===== src/rtl/load_reload_sched_if.sv =====
// Requester/engine bundle for load_reload_sched.
//   req        requester -> scheduler   level request per requester
//   grant      scheduler -> requester   one-hot owner of the load engine
//   ack        scheduler -> requester   one-cycle completion pulse to the owner
//   fail       scheduler -> requester   valid with ack, 1 = all attempts failed
//   retries    scheduler -> requester   reloads used, valid with ack
//   load_start scheduler -> engine      one-cycle pulse, engine begins an attempt
//   load_done  engine -> scheduler      current attempt finished
//   load_err   engine -> scheduler      qualifies load_done, attempt failed
//   control    scheduler -> observer    one-hot state register
// master = requester/engine side, slave = scheduler side.
interface load_reload_sched_if #(
    parameter int NUM_REQ     = 4,
    parameter int MAX_RELOADS = 2
);
    localparam int RW = $clog2(MAX_RELOADS + 1);

    logic [NUM_REQ-1:0] req;
    logic [NUM_REQ-1:0] grant;
    logic [NUM_REQ-1:0] ack;
    logic               fail;
    logic [RW-1:0]      retries;
    logic               load_start;
    logic               load_done;
    logic               load_err;
    logic [3:0]         control;

    modport master (
        output req, load_done, load_err,
        input  grant, ack, fail, retries, load_start, control
    );

    modport slave (
        input  req, load_done, load_err,
        output grant, ack, fail, retries, load_start, control
    );
endinterface


===== src/rtl/load_reload_sched.sv =====
// Round-robin scheduler sharing one load engine among NUM_REQ requesters.
// Each grant walks WAITE -> LOAD (-> RELOAD -> LOAD)* -> DONE -> WAITE.
// A failed or timed-out attempt is retried up to MAX_RELOADS times after a
// RELOAD_GAP idle period; the owner then receives an ack with fail/retries.
// Ports:
//   clock   rising-edge clock
//   resetN  synchronous reset, active low
//   bus     slave side of load_reload_sched_if (requests, grant/ack, engine handshake)
module load_reload_sched #(
    parameter int NUM_REQ     = 4,
    parameter int MAX_RELOADS = 2,
    parameter int RELOAD_GAP  = 3,
    parameter int TIMEOUT     = 16
) (
    input  logic                 clock,
    input  logic                 resetN,
    load_reload_sched_if.slave   bus
);
    localparam int PW   = (NUM_REQ > 1) ? $clog2(NUM_REQ) : 1;
    localparam int RW   = $clog2(MAX_RELOADS + 1);
    localparam int TMAX = (TIMEOUT > RELOAD_GAP) ? TIMEOUT : RELOAD_GAP;
    localparam int TW   = $clog2(TMAX + 1);

    localparam logic [NUM_REQ-1:0] ONE      = NUM_REQ'(1);
    localparam logic [PW:0]        NREQ     = (PW+1)'(NUM_REQ);
    localparam logic [PW-1:0]      LAST     = PW'(NUM_REQ - 1);
    localparam logic [RW-1:0]      MAXR     = RW'(MAX_RELOADS);
    localparam logic [TW-1:0]      TO_LAST  = TW'(TIMEOUT - 1);
    localparam logic [TW-1:0]      GAP_LAST = TW'(RELOAD_GAP - 1);

    typedef enum logic [3:0] {
        WAITE  = 4'b0001,
        LOAD   = 4'b0010,
        RELOAD = 4'b0100,
        DONE   = 4'b1000
    } state_t;

    state_t             state;
    logic [PW-1:0]      ptr;
    logic [PW-1:0]      owner;
    logic [RW-1:0]      tries;
    logic [TW-1:0]      timer;
    logic [NUM_REQ-1:0] grant_q;
    logic [NUM_REQ-1:0] ack_q;
    logic               fail_q;
    logic               start_q;

    logic [PW-1:0]      pick_idx;
    logic               pick_vld;
    logic [PW:0]        cand;

    // First requester at or after the RR pointer, scanning with wrap-around.
    always_comb begin
        pick_idx = '0;
        pick_vld = 1'b0;
        cand     = '0;
        for (int i = 0; i < NUM_REQ; i++) begin
            cand = {1'b0, ptr} + (PW+1)'(i);
            if (cand >= NREQ)
                cand = cand - NREQ;
            if (!pick_vld && bus.req[cand[PW-1:0]]) begin
                pick_vld = 1'b1;
                pick_idx = cand[PW-1:0];
            end
        end
    end

    // timer counts LOAD cycles within an attempt, then RELOAD gap cycles.
    always_ff @(posedge clock) begin
        if (!resetN) begin
            state   <= WAITE;
            ptr     <= '0;
            owner   <= '0;
            tries   <= '0;
            timer   <= '0;
            grant_q <= '0;
            ack_q   <= '0;
            fail_q  <= 1'b0;
            start_q <= 1'b0;
        end else begin
            start_q <= 1'b0;
            ack_q   <= '0;
            case (state)
                WAITE: begin
                    if (pick_vld) begin
                        state   <= LOAD;
                        owner   <= pick_idx;
                        grant_q <= ONE << pick_idx;
                        start_q <= 1'b1;
                        tries   <= '0;
                        timer   <= '0;
                    end
                end
                LOAD: begin
                    if (bus.load_done && !bus.load_err) begin
                        state  <= DONE;
                        ack_q  <= grant_q;
                        fail_q <= 1'b0;
                    end else if ((bus.load_done && bus.load_err) || timer == TO_LAST) begin
                        if (tries < MAXR) begin
                            state <= RELOAD;
                            tries <= tries + 1'b1;
                            timer <= '0;
                        end else begin
                            state  <= DONE;
                            ack_q  <= grant_q;
                            fail_q <= 1'b1;
                        end
                    end else begin
                        timer <= timer + 1'b1;
                    end
                end
                RELOAD: begin
                    if (timer == GAP_LAST) begin
                        state   <= LOAD;
                        start_q <= 1'b1;
                        timer   <= '0;
                    end else begin
                        timer <= timer + 1'b1;
                    end
                end
                DONE: begin
                    state   <= WAITE;
                    grant_q <= '0;
                    fail_q  <= 1'b0;
                    ptr     <= (owner == LAST) ? '0 : owner + 1'b1;
                end
                default: begin
                    // corrupted state register: drop everything and go idle
                    state   <= WAITE;
                    grant_q <= '0;
                    fail_q  <= 1'b0;
                end
            endcase
        end
    end

    assign bus.grant      = grant_q;
    assign bus.ack        = ack_q;
    assign bus.fail       = fail_q;
    assign bus.retries    = tries;
    assign bus.load_start = start_q;
    assign bus.control    = state;
endmodule


===== src/flat_wrapper.sv =====
// flat-port wrapper written by rule: the top's interface ports become plain ports
module load_reload_sched_flat 
#(
    parameter int NUM_REQ     = 4,
    parameter int MAX_RELOADS = 2,
    parameter int RELOAD_GAP  = 3,
    parameter int TIMEOUT     = 16
)
  (clock, resetN, bus_req, bus_load_done, bus_load_err, bus_grant, bus_ack, bus_fail, bus_retries, bus_load_start, bus_control);
  load_reload_sched_if #(.NUM_REQ(NUM_REQ), .MAX_RELOADS(MAX_RELOADS)) bus_i ();
  input  logic clock;
  input  logic resetN;
  input wire logic [$bits(bus_i.req)-1:0] bus_req;
  input wire logic [$bits(bus_i.load_done)-1:0] bus_load_done;
  input wire logic [$bits(bus_i.load_err)-1:0] bus_load_err;
  output wire logic [$bits(bus_i.grant)-1:0] bus_grant;
  output wire logic [$bits(bus_i.ack)-1:0] bus_ack;
  output wire logic [$bits(bus_i.fail)-1:0] bus_fail;
  output wire logic [$bits(bus_i.retries)-1:0] bus_retries;
  output wire logic [$bits(bus_i.load_start)-1:0] bus_load_start;
  output wire logic [$bits(bus_i.control)-1:0] bus_control;
  assign bus_i.req = bus_req;
  assign bus_i.load_done = bus_load_done;
  assign bus_i.load_err = bus_load_err;
  assign bus_grant = bus_i.grant;
  assign bus_ack = bus_i.ack;
  assign bus_fail = bus_i.fail;
  assign bus_retries = bus_i.retries;
  assign bus_load_start = bus_i.load_start;
  assign bus_control = bus_i.control;
  load_reload_sched #(.NUM_REQ(NUM_REQ), .MAX_RELOADS(MAX_RELOADS), .RELOAD_GAP(RELOAD_GAP), .TIMEOUT(TIMEOUT)) u_core (.clock(clock), .resetN(resetN), .bus(bus_i));
endmodule

===== config.mk =====
export PLATFORM = sky130hd
export DESIGN_NAME = load_reload_sched_flat
export DESIGN_NICKNAME = d
export VERILOG_FILES = /design/src/rtl/load_reload_sched_if.sv /design/src/rtl/load_reload_sched.sv /design/src/flat_wrapper.sv
export SDC_FILE = /design/constraint.sdc
export NUM_CORES = 1
export LEC_CHECK = 0
export CAP_MARGIN = 20
export CORE_MARGIN = 3
export CORE_UTILIZATION = 30
export CTS_BUF_LIST = sky130_fd_sc_hd__clkbuf_8
export CTS_CLUSTER_DIAMETER = 40
export DETAILED_ROUTE_END_ITERATION = 16
export GPL_ROUTABILITY_DRIVEN = 0
export HOLD_SLACK_MARGIN = 0.1
export PLACE_DENSITY = 0.55
export SLEW_MARGIN = 20
export SYNTH_ARGS = -nofsm -noshare
export SYNTH_HDL_FRONTEND = slang
export SYNTH_SLANG_ARGS = --single-unit

===== constraint.sdc =====
create_clock -name clock -period 1.8 [get_ports clock]
set_input_delay 0.54 -clock clock [delete_from_list [all_inputs] [get_ports clock]]
set_output_delay 0.54 -clock clock [all_outputs]
set_load 0.01 [all_outputs]

==> summary.md, run 1 <==
| Metric | Value |
|---|---|
| # port buffers | `23` |
| Placed cell count | `240` |
| Worst Tran Pin Value | `0.5112 ns` |
| CTS Buf Count | `3` |
| TNS Setup | `-0.01808 ns` |
| Sequential area share after synthesis | `between 30% and 40%` |
| Final min period | `between 1.5 and 2 ns` |
| Gr ovfl total | `0` |
| Fin crit share | `100.7%` |
| Commonest non-fill, non-tap cell in the layout | `buf_4` |
| Post-place setup slack | `-0.5459 ns` |
| Io pins | `24` |
| First-pass GRT wire length | `5485 um` |
| Setup ws final | `-0.01204 ns` |
| RSZ-0062 raised after global routing | `yes` |
| Worst-Skew Late Latency | `0.28 ns` |
| Design Power | `about 1.3 mW` |
| Htree depth | `1` |
| Vias per cell | `5.073` |
| Post-synth ARST share | `0%` |
| CTS tree | `built` |
| Crit Path Max Fanout | `5` |
| Reg clk slew, reported paths | `0.09 ns` |
| Flops & latches, synth | `25` |
| Longest Clk Path Bufs | `2` |
| Die W | `72.59 um` |
| Endpoints failing hold | `0` |
| Endpoints failing setup | `2` |
| Share of cells above drive strength 1 | `29.95%` |
| CP Launch Type | `register` |
| Layout Cells excl Fill | `around 250` |
| Hold Crit Class | `register to register` |
| Leakage | `0.7987 nW` |
| Reg area | `~510 um2` |
| Net count after synthesis | `159` |
| Die Span Y | `between 70 and 80 um` |
| Initial drt markers | `95` |
| Fin util | `a little under half` |
| CTS sink cnt | `25` |
| Most frequent cells in the layout | `26 x buf_4, 21 x dfxtp_1, 13 x clkdlybuf4s50_1, 12 x nor2_1` |
| CP required | `1.98 ns` |
| Max_cap viols | `0` |
| Status | `finished with violations` |
| Met2 GRT Util | `21.34%` |
| Met3 GRT Util | `roughly 4.3%` |
| Pwr/cell area | `681.9 nW/um2` |
| CTS root buf | `clkbuf_8` |
| Router iterations before antenna repair | `4` |
| Synth Area per Inst | `9.048 um2` |
| Antenna cells | `0` |
| Post-synth EDFFs | `0` |
| Critical path class | `register to register` |
| Unique masters post-synth | `43` |
| WP data arrival | `1.99 ns` |
| Vias | `1,253` |
| Yosys warning count | `0` |
| Final Routed Wirelength | `3243 um` |
| WL/cell | `13.13 um` |
| Post-synth top flop | `dfxtp_1` |
| Mapped Area | `1330 um2` |
| Nets@finish | `210` |
| Multi-input combinational cell area | `between 800 and 900 um2` |
| Largest cells by area after synthesis | `dfxtp_1 38%, nor2b_1 4.7%, a21oi_1 4.1%, ha_1 3.8%, mux2i_1 3.8%` |
| Relative slew slack | `between 60% and 70%` |
| Fill count | `414` |
| Initial Util | `32.10%` |
| Max Clock Freq | `551.9 MHz` |
| GRT busiest layer | `met2` |
| Final ANT Viol Nets | `0` |
| Vias in the first global route | `1,232` |
| Total GRT Usage | `13.13%` |
| Num rows | `23` |
| Pin count of the biggest net entering global routing | `17` |
| Area grow syn2layout | `46.00%` |
| Post-DP HPWL | `2481 um` |
| Post-synthesis cell count | `147` |
| Overall die area | `5269 um2` |
| Synth area leader | `dfxtp_1` |
| DRC viols | `0` |
| Violated checks | `setup timing` |
| Synth top area share | `~38%` |
| Initial antenna violation count | `0` |
| Core area | `around 4100 um2` |
| Final clock skew | `0.004671 ns` |
| Final Max Tran Viols | `0` |
| Met1 Use GR | `between 10% and 20%` |
| Worst setup EP type | `register` |
| Peak supply drop | `roughly 470 uV` |
-- registers in the layout, summed over array words and instances, names as in the netlist --
register,cells
u_core.bus.grant,4
u_core.owner,2
u_core.bus.fail,1
u_core.timer,5
u_core.bus.retries,2
u_core.bus.ack,4
u_core.bus.control,4
u_core.bus.load_start,1
u_core.ptr,2
-- power by group --
| part | total, mW | switching, mW | internal, mW | leakage (nW) |
|---|---|---|---|---|
| combinational | 0.383 | 0.184 | 0.198 | 0.567 |
| sequential | 0.585 | 0.0127 | 0.572 | 0.206 |
| clock | 0.357 | 0.194 | 0.163 | 0.0261 |
| total | 1.32 | 0.391 | 0.933 | 0.799 |
-- layout make-up --
type	count	share of cell area (%)
clock buffer	3	2.126
timing repair buffer	52	23.58
sequential	25	26.42
tap	50	3.222
inverter	5	0.9665
multi-input combinational	111	43.23
clock inverter	1	0.4510
-- synthesized netlist by cell type (3+ instances only) --
cell type  instances
dfxtp_1           25
nor2_1            13
a21oi_1           11
nor2b_1           10
nand2_1            7
and2_1             5
and3_1             5
inv_1              5
mux2i_1            5
clkbuf_1           4
ha_1               4
nand2b_1           3
nor3_1             3
nor3b_1            3
o21a_1             3
o21ai_0            3
-- metal layers --
layer  part of all wire (%)  routed length [um]
met1                     49                1582
met5                      0                   0
met4                   0.52                  17
met2                     47                1508
met3                    4.2                 135
-- logic make-up (layout without fill, tap and decap cells) --
kind of cell,count (synthesis),after routing,synth area share [%]
AOI/OAI and AO/OA,36,36,20.79
xor gates and xnor gates,1,1,0.6586
adders and majority gates,4,4,3.763
buffers and inverters,11,61,4.233
DFF,25,25,37.63
muxes,5,5,3.763
and+or+nand+nor,65,65,29.16
-- path summary, 6_finish.rpt --
path	start	cells past startpoint	endpoint	slack (ns)
min reg2reg	u_core.bus.grant[2]$_SDFFE_PN0P_	1	u_core.bus.ack[2]$_SDFF_PN0_	0.49
max	u_core.timer[1]$_SDFFE_PN0P_	9	u_core.timer[3]$_SDFFE_PN0P_	-0.01
min	u_core.bus.grant[2]$_SDFFE_PN0P_	1	u_core.bus.ack[2]$_SDFF_PN0_	0.49
max reg2reg	u_core.timer[1]$_SDFFE_PN0P_	9	u_core.timer[3]$_SDFFE_PN0P_	-0.01
-- per-stage QoR --
step	hold slack [ns]	area, um2
3_3_place_gp	0.4630	1813
6_report	0.4939	1942
5_1_grt	0.5089	1942
3_5_place_dp	0.4687	1813
4_1_cts	0.4840	1922
2_1_floorplan	0.4472	1363
-- critical path, cell delays in order, from the launching register on --
cell and delay [ns]:
dfxtp_4 0.37, ha_4 0.15, and3_4 0.18, ha_4 0.15
o21ai_2 0.11, nand2_2 0.09, o311ai_4 0.22, buf_6 0.17
o21ai_2 0.05, a32o_1 0.21
-- what timing repair did --
action | 4_1_cts | 5_1_grt
hold buffers | 0 | 0
resized for setup | 20 | 7
endpoints found under the setup margin | 20 | 10
pin swaps | 9 | 4
buffers inserted | 3 | 0
Power figures use the tool's default switching activity.
==> run 2: changes to the inputs <==
Settings changed: PLACE_DENSITY 0.55 to 0.54.
Clock period 1.8 ns to 1.95 ns, I/O delays scaled along.
==> run 2 against run 1 <==
  * The run now ends clean
  * Clock-buffer cell count is the same
  * Critical path depth shrank 2
  * Combinational power shrank 11%
  * Register-to-register slack gained 0.09 ns
  * Total power shrank 9.2%
  * Sequential power shrank 7.4%
  * Critical path type is now input pin to register
  * Largest cell class unchanged
==> summary.md, run 2 (same netlist as run 1, synthesis figures left out) <==
| Metric | Value |
|---|---|
| Initial drt markers | `59 (was 95)` |
| CTS sink cnt | `25 (unchanged)` |
| Peak supply drop | `252.5 uV (was 468.0 uV)` |
| Critical path class | `input pin to register (was register to register)` |
| CP Launch Type | `input pin (was register)` |
| Largest reg by FF count | `u_core.timer (unchanged)` |
| Worst R2R Start | `u_core.timer[1]$_SDFFE_PN0P_ (unchanged)` |
| Area grow syn2layout | `41.96% (was 46.00%)` |
| Total GRT Usage | `13.12% (was 13.13%)` |
| CTS Buf Count | `3 (unchanged)` |
| Leakage | `0.7422 nW (was 0.7987 nW)` |
| Commonest non-fill, non-tap cell in the layout | `dfxtp_1 (was buf_4)` |
| Core area | `4144 um2 (unchanged)` |
| Die Span Y | `72.59 um (unchanged)` |
| Placed cell count | `235 (was 240)` |
| Layout Cells excl Fill | `240 (was 247)` |
| Crit Path Max Fanout | `5 (unchanged)` |
| CTS tree | `built (unchanged)` |
| CP required | `2.12 ns (was 1.98 ns)` |
| Gr ovfl total | `0 (unchanged)` |
| Post-DP HPWL | `2431 um (was 2481 um)` |
| Max_cap viols | `0 (unchanged)` |
| Final min period | `1.896 ns` |
| Worst Hold End | `u_core.bus.ack[1]$_SDFF_PN0_ (was u_core.bus.ack[2]$_SDFF_PN0_)` |
| Hold Path Origin | `u_core.bus.grant[1]$_SDFFE_PN0P_ (was u_core.bus.grant[2]$_SDFFE_PN0P_)` |
| Reg-to-Reg End | `u_core.timer[1]$_SDFFE_PN0P_ (was u_core.timer[3]$_SDFFE_PN0P_)` |
| Psw | `0.3535 mW (was 0.3912 mW)` |
| Router iterations before antenna repair | `4 (unchanged)` |
| Initial Util | `32.10% (unchanged)` |
| # port buffers | `23 (unchanged)` |
| Final ANT Viol Nets | `0 (unchanged)` |
| Sw frac | `29.41% (was 29.54%)` |
| Combinational share of power | `28.3% (was 28.9%)` |
| Clock power share | `26.6% (was 26.9%)` |
| Multi-input combinational cell area | `843.3 um2 (was 839.6 um2)` |
| Vias per cell | `5.204 (was 5.073)` |
| WL/cell | `13.55 um (was 13.13 um)` |
| Max Clock Freq | `527.5 MHz` |
| Reg2reg path depth | `9 (unchanged)` |
| Endpoints failing hold | `0 (unchanged)` |
| Relative slew slack | `69.86% (was 65.44%)` |
| Hold Crit Class | `register to register (unchanged)` |
| Num rows | `23 (unchanged)` |
| Worst reg-to-reg setup slack | `0.08 ns (was -0.01 ns)` |
| Vias in the first global route | `1,211 (was 1,232)` |
| WP data arrival | `2.07 ns (was 1.99 ns)` |
| Antenna cells | `0 (unchanged)` |
| Pwr/cell area | `636.5 nW/um2 (was 681.9 nW/um2)` |
| Design Power | `1.202 mW (was 1.324 mW)` |
| Internal | `0.8483 mW (was 0.9330 mW)` |
| Reg area | `509.2 um2 (was 513.0 um2)` |
| Max reg flops | `5 (unchanged)` |
| Most frequent cells in the layout | `22 x dfxtp_1, 20 x buf_4, 18 x clkdlybuf4s50_1, 11 x nor2_1 (was 26 x buf_4, 21 x dfxtp_1, 13 x clkdlybuf4s50_1, 12 x nor2_1)` |
| Share of cells above drive strength 1 | `26.84% (was 29.95%)` |
| Worst hold margin | `0.4911 ns (was 0.4939 ns)` |
| DRC viols | `0 (unchanged)` |
| Final Routed Wirelength | `3251 um (was 3243 um)` |
| Fin crit share | `a little over nine tenths` |
| Htree depth | `1 (unchanged)` |
| Worst-Skew Late Latency | `0.28 ns (about the same)` |
| Final clock skew | `0.006968 ns (was 0.004671 ns)` |
| Fill count | `428 (was 414)` |
| CTS root buf | `clkbuf_8 (unchanged)` |
| Final Max Tran Viols | `0 (unchanged)` |
| Worst setup EP type | `register (unchanged)` |
| First-pass GRT wire length | `5520 um (was 5485 um)` |
| Pin count of the biggest net entering global routing | `15 (was 17)` |
| Longest Clk Path Bufs | `2 (unchanged)` |
| Flop pwr share | `45.1% (was 44.2%)` |
| Overall die area | `5269 um2 (unchanged)` |
| Nets@finish | `203 (was 210)` |
| Status | `completed (was finished with violations)` |
| Vias | `1,249 (was 1,253)` |
| Io pins | `24 (unchanged)` |
| Reg clk slew, reported paths | `0.09 ns (about the same)` |
| Endpoints failing setup | `0 (was 2)` |
| Initial antenna violation count | `0 (unchanged)` |
| Worst Tran Pin Value | `0.4459 ns (was 0.5112 ns)` |
| Worst hold stages | `1 (unchanged)` |
| Die W | `72.59 um (unchanged)` |
## run 2: worst max-delay path by stage
stage                                                   from                            to  depth (start not counted)
after floorplan                 u_core.timer[1]$_SDFFE_PN0P_  u_core.timer[3]$_SDFFE_PN0P_                          8
after global placement                            bus_req[0]  u_core.timer[2]$_SDFFE_PN0P_                          6
after detailed placement                          bus_req[0]  u_core.timer[3]$_SDFFE_PN0P_                          6
after CTS                 u_core.bus.control[2]$_SDFFE_PN0P_                bus_control[2]                          2
after global routing                           bus_load_done  u_core.timer[1]$_SDFFE_PN0P_                          7
final                                          bus_load_done  u_core.timer[1]$_SDFFE_PN0P_                          7
## run 2: power groups by stage
stage / Combinational [mW] / Clock [mW] / Sequential [mW]
final: 0.340 / 0.320 / 0.542
after global routing: 0.372 / 0.354 / 0.544
after CTS: 0.338 / 0.330 / 0.544
after detailed placement: 0.317 / 0 / 0.556
after global placement: 0.312 / 0 / 0.555
after floorplan: 0.188 / 0 / 0.568
## run 2: worst max-delay path, cell delays in order
cell	delay, ns
clkdlybuf4s50_1	0.50
o21ai_1	0.21
nand2_2	0.11
o311ai_4	0.23
buf_6	0.16
mux2i_1	0.20
nor2b_1	0.07
## run 2: final cells by class
cell class | count | share of cell area [%]
inverter | 5 | 0.9940
multi-input combinational | 111 | 44.67
timing repair buffer | 45 | 21.60
sequential | 25 | 26.97
clock inverter | 1 | 0.2651
clock buffer | 3 | 2.187
tap | 50 | 3.313
## run 2: stage by stage
step	instance area, um2	TNS (ns)	utilization (%)	worst slack (ns)
floorplan	1335	0	-	0.03323
global placement	1748	-4.142	42.18	-0.3474
detailed placement	1748	-4.881	42.18	-0.4082
CTS	1824	0	44.02	0.01393
global route	1888	-0.03195	45.56	-0.01383
finish	1888	0	45.56	0.05427
## run 2: what timing repair did
action / CTS / global route
hold buffers: 0 / 0
setup buffers: 1 / 0
resized for setup: 8 / 18
pin swaps: 1 / 6
setup endpoints to repair: 12 / 13
## run 2: per-layer routing
metal  GRT usage, %  up-vias  routed length (um)
met1          16.68      602                1463
li1               -      614                   -
met5              0        -                   0
met3          2.342        7                 131
met2          20.94       26                1579
met4          7.172        0                  76
==> run 3: changes to the inputs <==
Settings changed: GPL_ROUTABILITY_DRIVEN 0 to not set.
Clock period 1.95 ns to 2.3 ns, I/O delays scaled along.
==> run 3 against run 2 <==
  * Critical path depth is 2 higher
  * Final cell count is 2.5% lower
  * Utilization is 2.9 points lower
  * Design area is 6.3% lower
  * Highest routed layer unchanged
  * Critical path type is now register to register
  * Register-to-register slack hardly changed
  * Worst setup slack better by 0.033 ns
  * Die area stayed put
  * Clock power is 18% lower
  * Wire length is 5.0% lower
  * Largest power group unchanged
  * Sequential share of layout area is 1.3 points higher
  * Clock-buffer cell count stayed put
==> summary.md, run 3 (same netlist as run 1, synthesis figures left out) <==
| Metric | Value |
|---|---|
| Status | `completed (unchanged)` |
| Endpoints failing hold | `0 (unchanged)` |
| CTS tree | `built (unchanged)` |
| CP Launch Type | `register (was input pin)` |
| Reg clk slew, reported paths | `0.09 ns (about the same)` |
| Commonest non-fill, non-tap cell in the layout | `dfxtp_1 (unchanged)` |
| Post-DP HPWL | `2407 um (was 2431 um)` |
| Peak supply drop | `255.5 uV (was 252.5 uV)` |
| CP required | `2.47 ns (was 2.12 ns)` |
| WL/cell | `13.19 um (was 13.55 um)` |
| Die Span Y | `72.59 um (unchanged)` |
| Pwr/cell area | `574.9 nW/um2 (was 636.5 nW/um2)` |
| Core area | `4144 um2 (unchanged)` |
| Fin crit share | `96.20%` |
| Share of cells above drive strength 1 | `17.93% (was 26.84%)` |
| Vias | `1,182 (was 1,249)` |
| Pin count of the biggest net entering global routing | `18 (was 15)` |
| Initial drt markers | `53 (was 59)` |
| Worst setup EP type | `register (unchanged)` |
| Gr ovfl total | `0 (unchanged)` |
| Post-place setup slack | `-0.1615 ns (was -0.4082 ns)` |
| Final Max Tran Viols | `0 (unchanged)` |
| Max reg flops | `5 (unchanged)` |
| Vias in the first global route | `1,111 (was 1,211)` |
| Hold Crit Class | `register to register (unchanged)` |
| Router iterations before antenna repair | `4 (unchanged)` |
| Worst-Skew Late Latency | `0.26 ns (was 0.28 ns)` |
| Total GRT Usage | `12.18% (was 13.12%)` |
| Overall die area | `5269 um2 (unchanged)` |
| Setup ws final | `0.08743 ns (was 0.05427 ns)` |
| Most frequent cells in the layout | `25 x dfxtp_1, 23 x clkdlybuf4s50_1, 15 x buf_4, 13 x nor2_1, 11 x a21oi_1 (was 22 x dfxtp_1, 20 x buf_4, 18 x clkdlybuf4s50_1, 11 x nor2_1)` |
| DRC viols | `0 (unchanged)` |
| Design Power | `1.017 mW (was 1.202 mW)` |
| Antenna cells | `0 (unchanged)` |
| Hold buffer count at cts | `0 (unchanged)` |
| Final Routed Wirelength | `3087 um (was 3251 um)` |
| Max_cap viols | `0 (unchanged)` |
| Worst Tran Pin Value | `0.6564 ns (was 0.4459 ns)` |
| Worst hold margin | `0.4768 ns (was 0.4911 ns)` |
| Io pins | `24 (unchanged)` |
| Fill count | `414 (was 428)` |
| Area grow syn2layout | `33.02% (was 41.96%)` |
| Critical path class | `register to register (was input pin to register)` |
| RePlAce Congestion | `between 0.8 and 0.9` |
| TNS Setup | `0 ns (unchanged)` |
| Final min period | `2.213 ns` |
| WP data arrival | `2.38 ns (was 2.07 ns)` |
| CTS sink cnt | `25 (unchanged)` |
| Final clock skew | `0.006765 ns (was 0.006968 ns)` |
| Relative slew slack | `55.62% (was 69.86%)` |
| Nets@finish | `197 (was 203)` |
| Max Clock Freq | `about 450 MHz` |
| Reg-to-Reg End | `u_core.timer[2]$_SDFFE_PN0P_ (was u_core.timer[1]$_SDFFE_PN0P_)` |
| Longest Clk Path Bufs | `2 (unchanged)` |
| First-pass GRT wire length | `5250 um (was 5520 um)` |
| Initial Util | `32.10% (unchanged)` |
| Worst R2R Start | `u_core.timer[0]$_SDFFE_PN0P_ (was u_core.timer[1]$_SDFFE_PN0P_)` |
| Fin util | `42.69% (was 45.56%)` |
| Htree depth | `1 (unchanged)` |
| Initial antenna violation count | `0 (unchanged)` |
| Die W | `72.59 um (unchanged)` |
| Worst reg-to-reg setup slack | `0.09 ns (was 0.08 ns)` |
| Vias per cell | `5.051 (was 5.204)` |
| Num rows | `23 (unchanged)` |
| CTS Buf Count | `3 (unchanged)` |
| Leakage | `0.6661 nW (was 0.7422 nW)` |
| Crit path launch | `u_core.timer[0]$_SDFFE_PN0P_ (was bus_load_done)` |
| CTS root buf | `clkbuf_8 (unchanged)` |
| CP Capture Point | `u_core.timer[2]$_SDFFE_PN0P_ (was u_core.timer[1]$_SDFFE_PN0P_)` |
| Endpoints failing setup | `0 (unchanged)` |
| Final ANT Viol Nets | `0 (unchanged)` |
| Reg2reg path depth | `9 (unchanged)` |
| Crit Path Max Fanout | `5 (unchanged)` |
| # port buffers | `23 (unchanged)` |
| Largest reg by FF count | `u_core.timer (unchanged)` |
==> run 3: routing by layer <==
metal | vias to the layer above | part of all wire [%] | global-route usage (%)
met2 | 8 | 52 | 21.84
li1 | 605 | - | -
met4 | 0 | 0.42 | 1.230
met5 | - | 0 | 0
met1 | 567 | 45 | 15.95
met3 | 2 | 2.2 | 1.791
==> run 3: worst min path at each step <==
stage,start,end,cells past startpoint
2_1_floorplan,u_core.owner[1]$_SDFFE_PN0P_,u_core.owner[1]$_SDFFE_PN0P_,2
6_report,u_core.owner[1]$_SDFFE_PN0P_,u_core.owner[1]$_SDFFE_PN0P_,2
3_3_place_gp,u_core.bus.grant[3]$_SDFFE_PN0P_,u_core.bus.ack[3]$_SDFF_PN0_,1
4_1_cts,u_core.owner[1]$_SDFFE_PN0P_,u_core.owner[1]$_SDFFE_PN0P_,2
5_1_grt,u_core.owner[1]$_SDFFE_PN0P_,u_core.owner[1]$_SDFFE_PN0P_,2
3_5_place_dp,u_core.owner[1]$_SDFFE_PN0P_,u_core.owner[1]$_SDFFE_PN0P_,2
==> run 3: critical path, cell delays in order, from the launching register on <==
cell	delay, ns
dfxtp_1	0.35
ha_1	0.25
and3_1	0.20
ha_1	0.24
o21ai_1	0.13
nand2_1	0.13
o311ai_4	0.34
buf_6	0.17
o21ai_2	0.05
a32o_1	0.25
==> run 3: layout make-up <==
class                           count  area (um2)  area share, %
Timing Repair Buffer               39       354.1          20.01
Multi-Input combinational cell    111       784.5          44.34
Sequential cell                    25       500.5          28.29
Tap cell                           50       62.56          3.536
Clock inverter                      1       7.507         0.4243
Clock buffer                        3       41.29          2.334
Inverter                            5       18.77          1.061
==> run 3: report_power, final <==
part,switching (mW),internal (mW)
registers,0.0169,0.451
logic,0.133,0.153
clock network,0.141,0.122
total,0.291,0.726
==> run 3: repair_timing <==
item / 4_1_cts / 5_1_grt
buffers inserted: 0 / 2
endpoints found under the setup margin: 0 / 3
gates resized for setup: 0 / 4
==> run 3: stage by stage <==
step           cells  instance area (um2)
3_5_place_dp     228                 1690
5_1_grt          234                 1769
4_1_cts          232                 1739
3_3_place_gp     228                 1690
2_1_floorplan    147                 1330
6_report         234                 1769
